File: config.mk
export PLATFORM = sky130hd
export DESIGN_NAME = matrix_result_tx_flat
export DESIGN_NICKNAME = d
export VERILOG_FILES = /design/src/rtl/matrix_result_tx_if.sv /design/src/rtl/matrix_result_tx.sv /design/src/flat_wrapper.sv
export SDC_FILE = /design/constraint.sdc
export NUM_CORES = 1
export LEC_CHECK = 0
export BUFFER_PORTS_ARGS = -buffer_cell sky130_fd_sc_hd__buf_2
export CAP_MARGIN = 25
export CORE_ASPECT_RATIO = 1.25
export CORE_MARGIN = 8
export CORE_UTILIZATION = 40
export DETAILED_ROUTE_END_ITERATION = 7
export PLACE_DENSITY = 0.56
export SYNTH_ARGS = -nofsm -noshare
export SYNTH_HDL_FRONTEND = slang
export SYNTH_SLANG_ARGS = --single-unit
export TNS_END_PERCENT = 30
File: constraint.sdc
create_clock -name clk -period 2.29 [get_ports clk]
set_clock_uncertainty 0.05 [all_clocks]
set_input_delay 0.3435 -clock clk [delete_from_list [all_inputs] [get_ports clk]]
set_output_delay 0.3435 -clock clk [all_outputs]
set_load 0.02 [all_outputs]
File: src/rtl/matrix_result_tx_if.sv
// Handshake bundle between the result transmitter, its output FIFO and the UART.
interface matrix_result_tx_if;
   logic       start;
   logic [3:0] result_len;
   logic       fifo_empty;
   logic [7:0] fifo_data;
   logic       pop_FIFO_out;
   logic       uart_tx_busy;
   logic       UART_send;
   logic [7:0] UART_send_data;
   logic       busy;
   logic       done;

   modport master (
      output start, result_len, fifo_empty, fifo_data, uart_tx_busy,
      input  pop_FIFO_out, UART_send, UART_send_data, busy, done
   );

   modport slave (
      input  start, result_len, fifo_empty, fifo_data, uart_tx_busy,
      output pop_FIFO_out, UART_send, UART_send_data, busy, done
   );
endinterface

File: src/rtl/matrix_result_tx.sv
// Sends a result frame: HEADER, N, CMD, N FIFO bytes, [checksum], TAIL over a UART.
// Optional feature: define RESULT_CHECKSUM_EN to append the XOR of N and all data bytes.
module matrix_result_tx #(
   parameter int unsigned MAX_N       = 8,
   parameter logic [7:0]  HEADER_BYTE = 8'hFE,
   parameter logic [7:0]  CMD_RESULT  = 8'h04,
   parameter logic [7:0]  TAIL_BYTE   = 8'hEF
) (
   input logic              clk,
   input logic              reset,
   matrix_result_tx_if.slave bus
);

   localparam int unsigned LEN_W  = 4;
   localparam int unsigned BYTE_W = 8;
   localparam logic [LEN_W-1:0] MAX_LEN = LEN_W'(MAX_N);

   typedef enum logic [3:0] {
      IDLE, HDR, LEN, CMD, POP, LOAD, DATA, CSUM, TAIL, ACK, DONE
   } state_t;

`ifdef RESULT_CHECKSUM_EN
   localparam state_t AFTER_DATA = CSUM;
`else
   localparam state_t AFTER_DATA = TAIL;
`endif

   state_t             state_q, state_d;
   state_t             from_q, from_d;
   logic [LEN_W-1:0]   n_q, n_d;
   logic [LEN_W-1:0]   cnt_q, cnt_d;
   logic               seen_q, seen_d;
   logic               pop_q, pop_d;
   logic               send_q, send_d;
   logic [BYTE_W-1:0]  data_q, data_d;
   logic               busy_q, busy_d;
   logic               done_q, done_d;
`ifdef RESULT_CHECKSUM_EN
   logic [BYTE_W-1:0]  csum_q, csum_d;
`endif

   logic [LEN_W-1:0]   len_clamp_c;
   logic [LEN_W-1:0]   cnt_inc_c;
   logic               ack_done_c;
   logic [BYTE_W-1:0]  tx_byte_c;

   assign len_clamp_c = (bus.result_len > MAX_LEN) ? MAX_LEN : bus.result_len;
   assign cnt_inc_c   = cnt_q + LEN_W'(1);
   assign ack_done_c  = seen_q && !bus.uart_tx_busy;

   // Byte presented by whichever header/trailer state is active.
   always_comb begin
      tx_byte_c = data_q;
      case (state_q)
         HDR:     tx_byte_c = HEADER_BYTE;
         LEN:     tx_byte_c = BYTE_W'(n_q);
         CMD:     tx_byte_c = CMD_RESULT;
         TAIL:    tx_byte_c = TAIL_BYTE;
`ifdef RESULT_CHECKSUM_EN
         CSUM:    tx_byte_c = csum_q;
`endif
         default: tx_byte_c = data_q;
      endcase
   end

   // State register.
   always_ff @(posedge clk or negedge reset) begin
      if (!reset) state_q <= IDLE;
      else        state_q <= state_d;
   end

   // Next-state logic; ACK resumes based on which byte state launched it.
   always_comb begin
      state_d = state_q;
      case (state_q)
         IDLE: if (bus.start) state_d = HDR;
         HDR, LEN, CMD, DATA, CSUM, TAIL:
            if (!bus.uart_tx_busy) state_d = ACK;
         POP:  if (!bus.fifo_empty) state_d = LOAD;
         LOAD: if (!pop_q) state_d = DATA;
         ACK: begin
            if (ack_done_c) begin
               case (from_q)
                  HDR:     state_d = LEN;
                  LEN:     state_d = CMD;
                  CMD:     state_d = (n_q == '0) ? AFTER_DATA : POP;
                  DATA:    state_d = (cnt_inc_c < n_q) ? POP : AFTER_DATA;
                  CSUM:    state_d = TAIL;
                  default: state_d = DONE;
               endcase
            end
         end
         DONE:    state_d = IDLE;
         default: state_d = IDLE;
      endcase
   end

   // Next values of the registered outputs and datapath.
   always_comb begin
      from_d = from_q;
      n_d    = n_q;
      cnt_d  = cnt_q;
      seen_d = seen_q;
      pop_d  = 1'b0;
      send_d = 1'b0;
      data_d = data_q;
      busy_d = busy_q;
      done_d = 1'b0;
`ifdef RESULT_CHECKSUM_EN
      csum_d = csum_q;
`endif
      case (state_q)
         IDLE: begin
            if (bus.start) begin
               n_d    = len_clamp_c;
               cnt_d  = '0;
               busy_d = 1'b1;
`ifdef RESULT_CHECKSUM_EN
               csum_d = BYTE_W'(len_clamp_c);
`endif
            end
         end
         HDR, LEN, CMD, DATA, CSUM, TAIL: begin
            if (!bus.uart_tx_busy) begin
               send_d = 1'b1;
               data_d = tx_byte_c;
               from_d = state_q;
               seen_d = 1'b0;
            end
         end
         POP: if (!bus.fifo_empty) pop_d = 1'b1;
         LOAD: begin
            // First LOAD cycle carries the pop; the FIFO data is valid on the next one.
            if (!pop_q) begin
               data_d = bus.fifo_data;
`ifdef RESULT_CHECKSUM_EN
               csum_d = csum_q ^ bus.fifo_data;
`endif
            end
         end
         ACK: begin
            if (bus.uart_tx_busy) seen_d = 1'b1;
            if (ack_done_c) begin
               if (from_q == DATA) cnt_d = cnt_inc_c;
               if (from_q == TAIL) begin
                  done_d = 1'b1;
                  busy_d = 1'b0;
               end
            end
         end
         default: ;
      endcase
   end

   // Output and datapath registers.
   always_ff @(posedge clk or negedge reset) begin
      if (!reset) begin
         from_q <= IDLE;
         n_q    <= '0;
         cnt_q  <= '0;
         seen_q <= 1'b0;
         pop_q  <= 1'b0;
         send_q <= 1'b0;
         data_q <= '0;
         busy_q <= 1'b0;
         done_q <= 1'b0;
`ifdef RESULT_CHECKSUM_EN
         csum_q <= '0;
`endif
      end else begin
         from_q <= from_d;
         n_q    <= n_d;
         cnt_q  <= cnt_d;
         seen_q <= seen_d;
         pop_q  <= pop_d;
         send_q <= send_d;
         data_q <= data_d;
         busy_q <= busy_d;
         done_q <= done_d;
`ifdef RESULT_CHECKSUM_EN
         csum_q <= csum_d;
`endif
      end
   end

   assign bus.pop_FIFO_out   = pop_q;
   assign bus.UART_send      = send_q;
   assign bus.UART_send_data = data_q;
   assign bus.busy           = busy_q;
   assign bus.done           = done_q;

endmodule
File: src/flat_wrapper.sv
// flat-port wrapper written by rule: the top's interface ports become plain ports
module matrix_result_tx_flat 
#(
   parameter int unsigned MAX_N       = 8,
   parameter logic [7:0]  HEADER_BYTE = 8'hFE,
   parameter logic [7:0]  CMD_RESULT  = 8'h04,
   parameter logic [7:0]  TAIL_BYTE   = 8'hEF
)
  (clk, reset, bus_start, bus_result_len, bus_fifo_empty, bus_fifo_data, bus_uart_tx_busy, bus_pop_FIFO_out, bus_UART_send, bus_UART_send_data, bus_busy, bus_done);
  matrix_result_tx_if bus_i ();
  input logic clk;
  input logic reset;
  input wire logic [$bits(bus_i.start)-1:0] bus_start;
  input wire logic [$bits(bus_i.result_len)-1:0] bus_result_len;
  input wire logic [$bits(bus_i.fifo_empty)-1:0] bus_fifo_empty;
  input wire logic [$bits(bus_i.fifo_data)-1:0] bus_fifo_data;
  input wire logic [$bits(bus_i.uart_tx_busy)-1:0] bus_uart_tx_busy;
  output wire logic [$bits(bus_i.pop_FIFO_out)-1:0] bus_pop_FIFO_out;
  output wire logic [$bits(bus_i.UART_send)-1:0] bus_UART_send;
  output wire logic [$bits(bus_i.UART_send_data)-1:0] bus_UART_send_data;
  output wire logic [$bits(bus_i.busy)-1:0] bus_busy;
  output wire logic [$bits(bus_i.done)-1:0] bus_done;
  assign bus_i.start = bus_start;
  assign bus_i.result_len = bus_result_len;
  assign bus_i.fifo_empty = bus_fifo_empty;
  assign bus_i.fifo_data = bus_fifo_data;
  assign bus_i.uart_tx_busy = bus_uart_tx_busy;
  assign bus_pop_FIFO_out = bus_i.pop_FIFO_out;
  assign bus_UART_send = bus_i.UART_send;
  assign bus_UART_send_data = bus_i.UART_send_data;
  assign bus_busy = bus_i.busy;
  assign bus_done = bus_i.done;
  matrix_result_tx #(.MAX_N(MAX_N), .HEADER_BYTE(HEADER_BYTE), .CMD_RESULT(CMD_RESULT), .TAIL_BYTE(TAIL_BYTE)) u_core (.clk(clk), .reset(reset), .bus(bus_i));
endmodule
* After elaboration in Yosys (flattened, before gate mapping)
Index checks and enable logic that the tools add are counted.
Word-level totals: word-level logic and storage cells 85, bits in registers 29
Cells by class: reduce and logical (&&, ||, !) cells 15, muxes and demuxes 32, $add $sub $neg 1, eq/ne operators 24, bitwise operators 1, order comparisons 2
Operators with widths (number):
- two-way mux 4 bit | 11
- case mux 4 bit (5 select lines) | 2
- case mux 8 bit (4 select lines) | 1
- == test 4 x 3 -> 1 bit, second input constant | 6
- == test 4 x 2 -> 1 bit, second input constant | 4
- two-way mux 8 bit | 2
- case mux 8 bit (2 select lines) | 1
- == test 4 bit, second input constant | 3
- two-way mux 1 bit | 12
- AND reduction 4 bit | 3
- inequality test 2 bit, second input constant | 5
- == test 4 x 1 -> 1 bit, second input constant | 2
- zero test 4 bit | 2
- case mux 4 bit (2 select lines) | 1
- inequality test 2 x 1 -> 1 bit, second input constant | 3
- nonzero test 2 bit | 3
- OR reduction 6 bit | 1
- inequality test 5 x 1 -> 1 bit, second input constant | 1
- AND reduction 5 bit | 1
- adder 4 x 1 -> 4 bit, second input constant | 1
- greater-than comparator 4 bit, second input constant | 1
- < comparator 4 bit | 1
- case mux 1 bit (2 select lines) | 2
- AND reduction 2 bit | 2
- other kinds (4) | 4

* Longest topological paths before layout
word-level depth 6, depth in mapped cells 8, depth with buffers taken out 8

* Worst setup path after synthesis
OpenSTA, ideal clock, no wires.
path kind register to register, from reg u_core.cnt_q[0], to reg u_core.state_q[3], path slack 0.424 ns, data arrival time 1.690 ns, cell stages (with the launch flop) 9, data required time 2.115 ns, path through dfrtp_1 > ha_1 > xor2_1 > ha_1 > or3_1 > o22ai_1 > o221ai_1 > nand3_1 > nand3_1
On the way: word-level cells in the longest chain between the ends 6
Ends and longest elaborated chain:
- start, declared | RTL line matrix_result_tx.sv:31 | logic [LEN_W-1:0] cnt_q, cnt_d;
- start signal, assigned | RTL line matrix_result_tx.sv:173 | cnt_q <= cnt_d;
- adder 4 x 1 -> 4 bit | RTL line matrix_result_tx.sv:48 | assign cnt_inc_c = cnt_q + LEN_W'(1);
- < comparator 4 bit | RTL line matrix_result_tx.sv:87 | DATA: state_d = (cnt_inc_c < n_q) ? POP : AFTER_DATA;
- two-way mux 4 bit | RTL line matrix_result_tx.sv:87
- case mux 4 bit (5 select lines) | RTL line matrix_result_tx.sv:83 | case (from_q)
- two-way mux 4 bit | RTL line matrix_result_tx.sv:82 | if (ack_done_c) begin
- case mux 4 bit (5 select lines) | RTL line matrix_result_tx.sv:75 | case (state_q)
- end signal, assigned | RTL line matrix_result_tx.sv:69 | else state_q <= state_d;
- end, declared | RTL line matrix_result_tx.sv:28 | state_t state_q, state_d;
Every way passes these cells. The select of a mux whose other input is x is not followed. A chain may end at the register's enable or synchronous reset.

* Worst setup path in the final report
Ends and elaborated chain as after synthesis.

==> flow_summary.json <==
{
  "status": "completed",
  "cts_hold_buf": 0,
  "synth_top_area_share_pct": 41.8,
  "crit_type": "reg2reg",
  "cp.required_ns": 2.41,
  "post_cts_resized": 0,
  "relSlewSlack_pct": 56.9,
  "rsz0062_at_grt": "no",
  "place_area_sq_um": 1910,
  "pin_count": 29,
  "fin_tns_setup_ns": 0,
  "final_nets": 237,
  "clock_path_buffers": 2,
  "critical_path_buf_inv_count": 0,
  "final_cell_count_no_fill": 275,
  "r2r_end": "u_core.state_q[3]$_DFFE_PN0P_",
  "path_clk_slew_ns": 0.07,
  "synth_top_area_cell": "dfrtp_1",
  "highest-signal-layer": "met4",
  "drtAntennaViolNets": 0,
  "wl_per_cell_um": 13.9,
  "slowest_delay_ns": 0.42,
  "grt_pass1_wl_um": 6570,
  "synth_flop_cell": "dfrtp_1",
  "synth_area_sq_um": 1740,
  "finalSetupViolCount": 0,
  "clkLatencyLatePin_ns": 0.29,
  "worstMarginPinSlew_ns": 0.647,
  "grt_overflow": 0,
  "cap_viol_max_count": 0,
  "startpoint_type": "flip-flop",
  "wl_met1_um": 1650,
  "dp_hpwl_um": 2900,
  "cp_slowest_cell": "dfrtp_1",
  "place_ws_ns": 0.315,
  "grt_max_degree": 30,
  "clock_sinks": 29,
  "reg2regPathDepth": 8,
  "hold_viol_final": 0,
  "antenna_found_initial": 0,
  "synth_nets": 209,
  "fmax_ghz": 0.499,
  "areaGrowthSynthToFinish_pct": 15.3,
  "drt_iter0_drc": 104,
  "min_period_ns": 2.00,
  "grt_util_all_layers_pct": 12.8,
  "die-area_sq_um": 6720,
  "vias": 1411,
  "cp_top_family": "simple AND/OR/NAND/NOR gates",
  "ys.warnings.count": 0,
  "globalplace.congestion": 0.802,
  "grt_pass1_vias": 1438,
  "yosysSeqAreaShare_pct": 41.8,
  "initial_utilization_pct": 40.5,
  "crit_path_max_fanout": 5,
  "coreArea_sq_um": 4290,
  "wl_met2_um": 1930,
  "synth.area.top_cells": "dfrtp_1, nand2_1, nand2b_1",
  "holdWs_ns": 0.0194,
  "synth-edff-count": 0,
  "cts_tree": "yes",
  "cp_cell_sequence": "ha_1, xor2_1, ha_1, or3_1, o22ai_1, o221ai_1, nand3_1, nand3_1",
  "synthDistinctLibCells": 50,
  "peakVddDrop_mv": 0.491,
  "p_leak_nw": 0.923,
  "layout-drive-gt1-share_pct": 23.5,
  "rows": 27,
  "pwr_density_cell_nw_per_um2": 1310,
  "dp_cells": 267,
  "wl_met3_um": 175,
  "chipHeight_um": 89.7,
  "postCtsSetupBuffers": 0,
  "setup_ws_ns": 0.287,
  "period_share_pct": 87.5,
  "dieWidth_um": 74.9,
  "r2r_slack_ns": 0.29,
  "worstPathArrival_ns": 2.12,
  "htreeDepth": 2,
  "hp-class": "in2async",
  "end_kind": "flip-flop",
  "syn_area_per_cell_sq_um": 9.24,
  "synth_seq_cells": 29,
  "netlist_instances": 188,
  "cts_root_buf": "clkbuf_8",
  "avgViaCountPerCell": 5.13,
  "r2r_start": "u_core.cnt_q[0]$_DFFE_PN0P_",
  "slew_violations": 0,
  "drtPass1Iterations": 4,
  "stdcell_area_sq_um": 2000,
  "drcViolationCount": 0,
  "cts_made_buffers": 5,
  "diodes": 0,
  "synthArstFlopShare_pct": 100,
  "wirelength_um": 3830,
  "port_buffers": 28
}
==> layout make-up <==
type | count | area [sq um]
Clock buffer | 6 | 82.6
Clock inverter | 2 | 13.8
Sequential cell | 29 | 726
Multi-Input combinational cell | 141 | 915
Tap cell | 58 | 72.6
Inverter | 8 | 30.0
Timing Repair Buffer | 31 | 163
Fill cell | 407 | 2290
==> cells in the final DEF, fill, tap and decap left out, drive strengths merged, types with 3 or more instances in the layout <==
cell type / netlist / final
inv: 8 / 8
nor2b: 4 / 4
dfrtp: 29 / 29
ha: 4 / 4
o31ai: 3 / 3
buf: 8 / 31
a21oi: 5 / 5
nand2: 22 / 22
nand2b: 11 / 11
nor4b: 3 / 3
o22ai: 5 / 5
mux2: 4 / 4
o21ai: 24 / 24
clkbuf: 2 / 6
nand3: 9 / 9
nor2: 18 / 18
==> registers in the layout, summed over array words and instances, names as in the netlist, 4 cells and up <==
signal,cells
u_core.from_q,4
u_core.state_q,4
u_core.bus.UART_send_data,8
u_core.n_q,4
u_core.cnt_q,4
==> cells by family after synthesis <==
logic type	Yosys count	synth area share, %
AND/OR/NAND/NOR	82	26.9
AO/OA/AOI/OAI	48	18.7
adder cells (fa/ha/maj)	4	2.88
buffers and inverters	18	5.55
flip-flops	29	41.8
XOR/XNOR	2	1.01
multiplexers	5	3.17
==> per-layer routing <==
layer | track usage (%) | vias to the layer above
li1 | - | 709
met1 | 14.4 | 668
met2 | 21.7 | 26
met3 | 2.56 | 8
met4 | 7.32 | 0
met5 | 0 | -
==> power breakdown <==
part           internal (mW)  switching [mW]
Combinational          0.544           0.722
Clock                  0.243           0.201
Sequential             0.703           0.214
Total                   1.49            1.14
==> per-stage QoR <==
stage / total power, mW / utilization [%]
2_1_floorplan: 1.93 / -
3_3_place_gp: 2.16 / 44.4
3_5_place_dp: 2.20 / 44.4
4_1_cts: 2.65 / 46.7
5_1_grt: 2.84 / 46.7
6_report: 2.63 / 46.7
==> synthesized netlist by cell type, types with 2 or more instances <==
master / count
buf_6: 3
and2_1: 2
o21ai_1: 10
nor2_1: 17
nor2b_1: 3
inv_1: 8
and2b_1: 2
nand2b_1: 11
dfrtp_1: 29
o21ai_0: 12
o31ai_1: 2
nor4b_1: 2
nor3_1: 2
nand3_1: 9
o31a_1: 2
ha_1: 4
nand2_1: 22
buf_2: 5
clkbuf_1: 2
a21oi_1: 4
o21ai_2: 2
mux2_1: 3
o22ai_1: 5
==> worst max path at each step <==
stage / startpoint / endpoint / cells past startpoint / slack (ns)
global placement: u_core.cnt_q[0]$_DFFE_PN0P_ / u_core.state_q[3]$_DFFE_PN0P_ / 8 / 0.35
detailed placement: u_core.cnt_q[0]$_DFFE_PN0P_ / u_core.state_q[3]$_DFFE_PN0P_ / 8 / 0.31
global route: u_core.cnt_q[0]$_DFFE_PN0P_ / u_core.state_q[2]$_DFFE_PN0P_ / 8 / 0.16
CTS: u_core.cnt_q[0]$_DFFE_PN0P_ / u_core.state_q[2]$_DFFE_PN0P_ / 8 / 0.29
finish: u_core.cnt_q[0]$_DFFE_PN0P_ / u_core.state_q[3]$_DFFE_PN0P_ / 8 / 0.29
floorplan: u_core.cnt_q[0]$_DFFE_PN0P_ / u_core.state_q[3]$_DFFE_PN0P_ / 8 / 0.42
No activity file was read; power rests on OpenSTA's default activity.
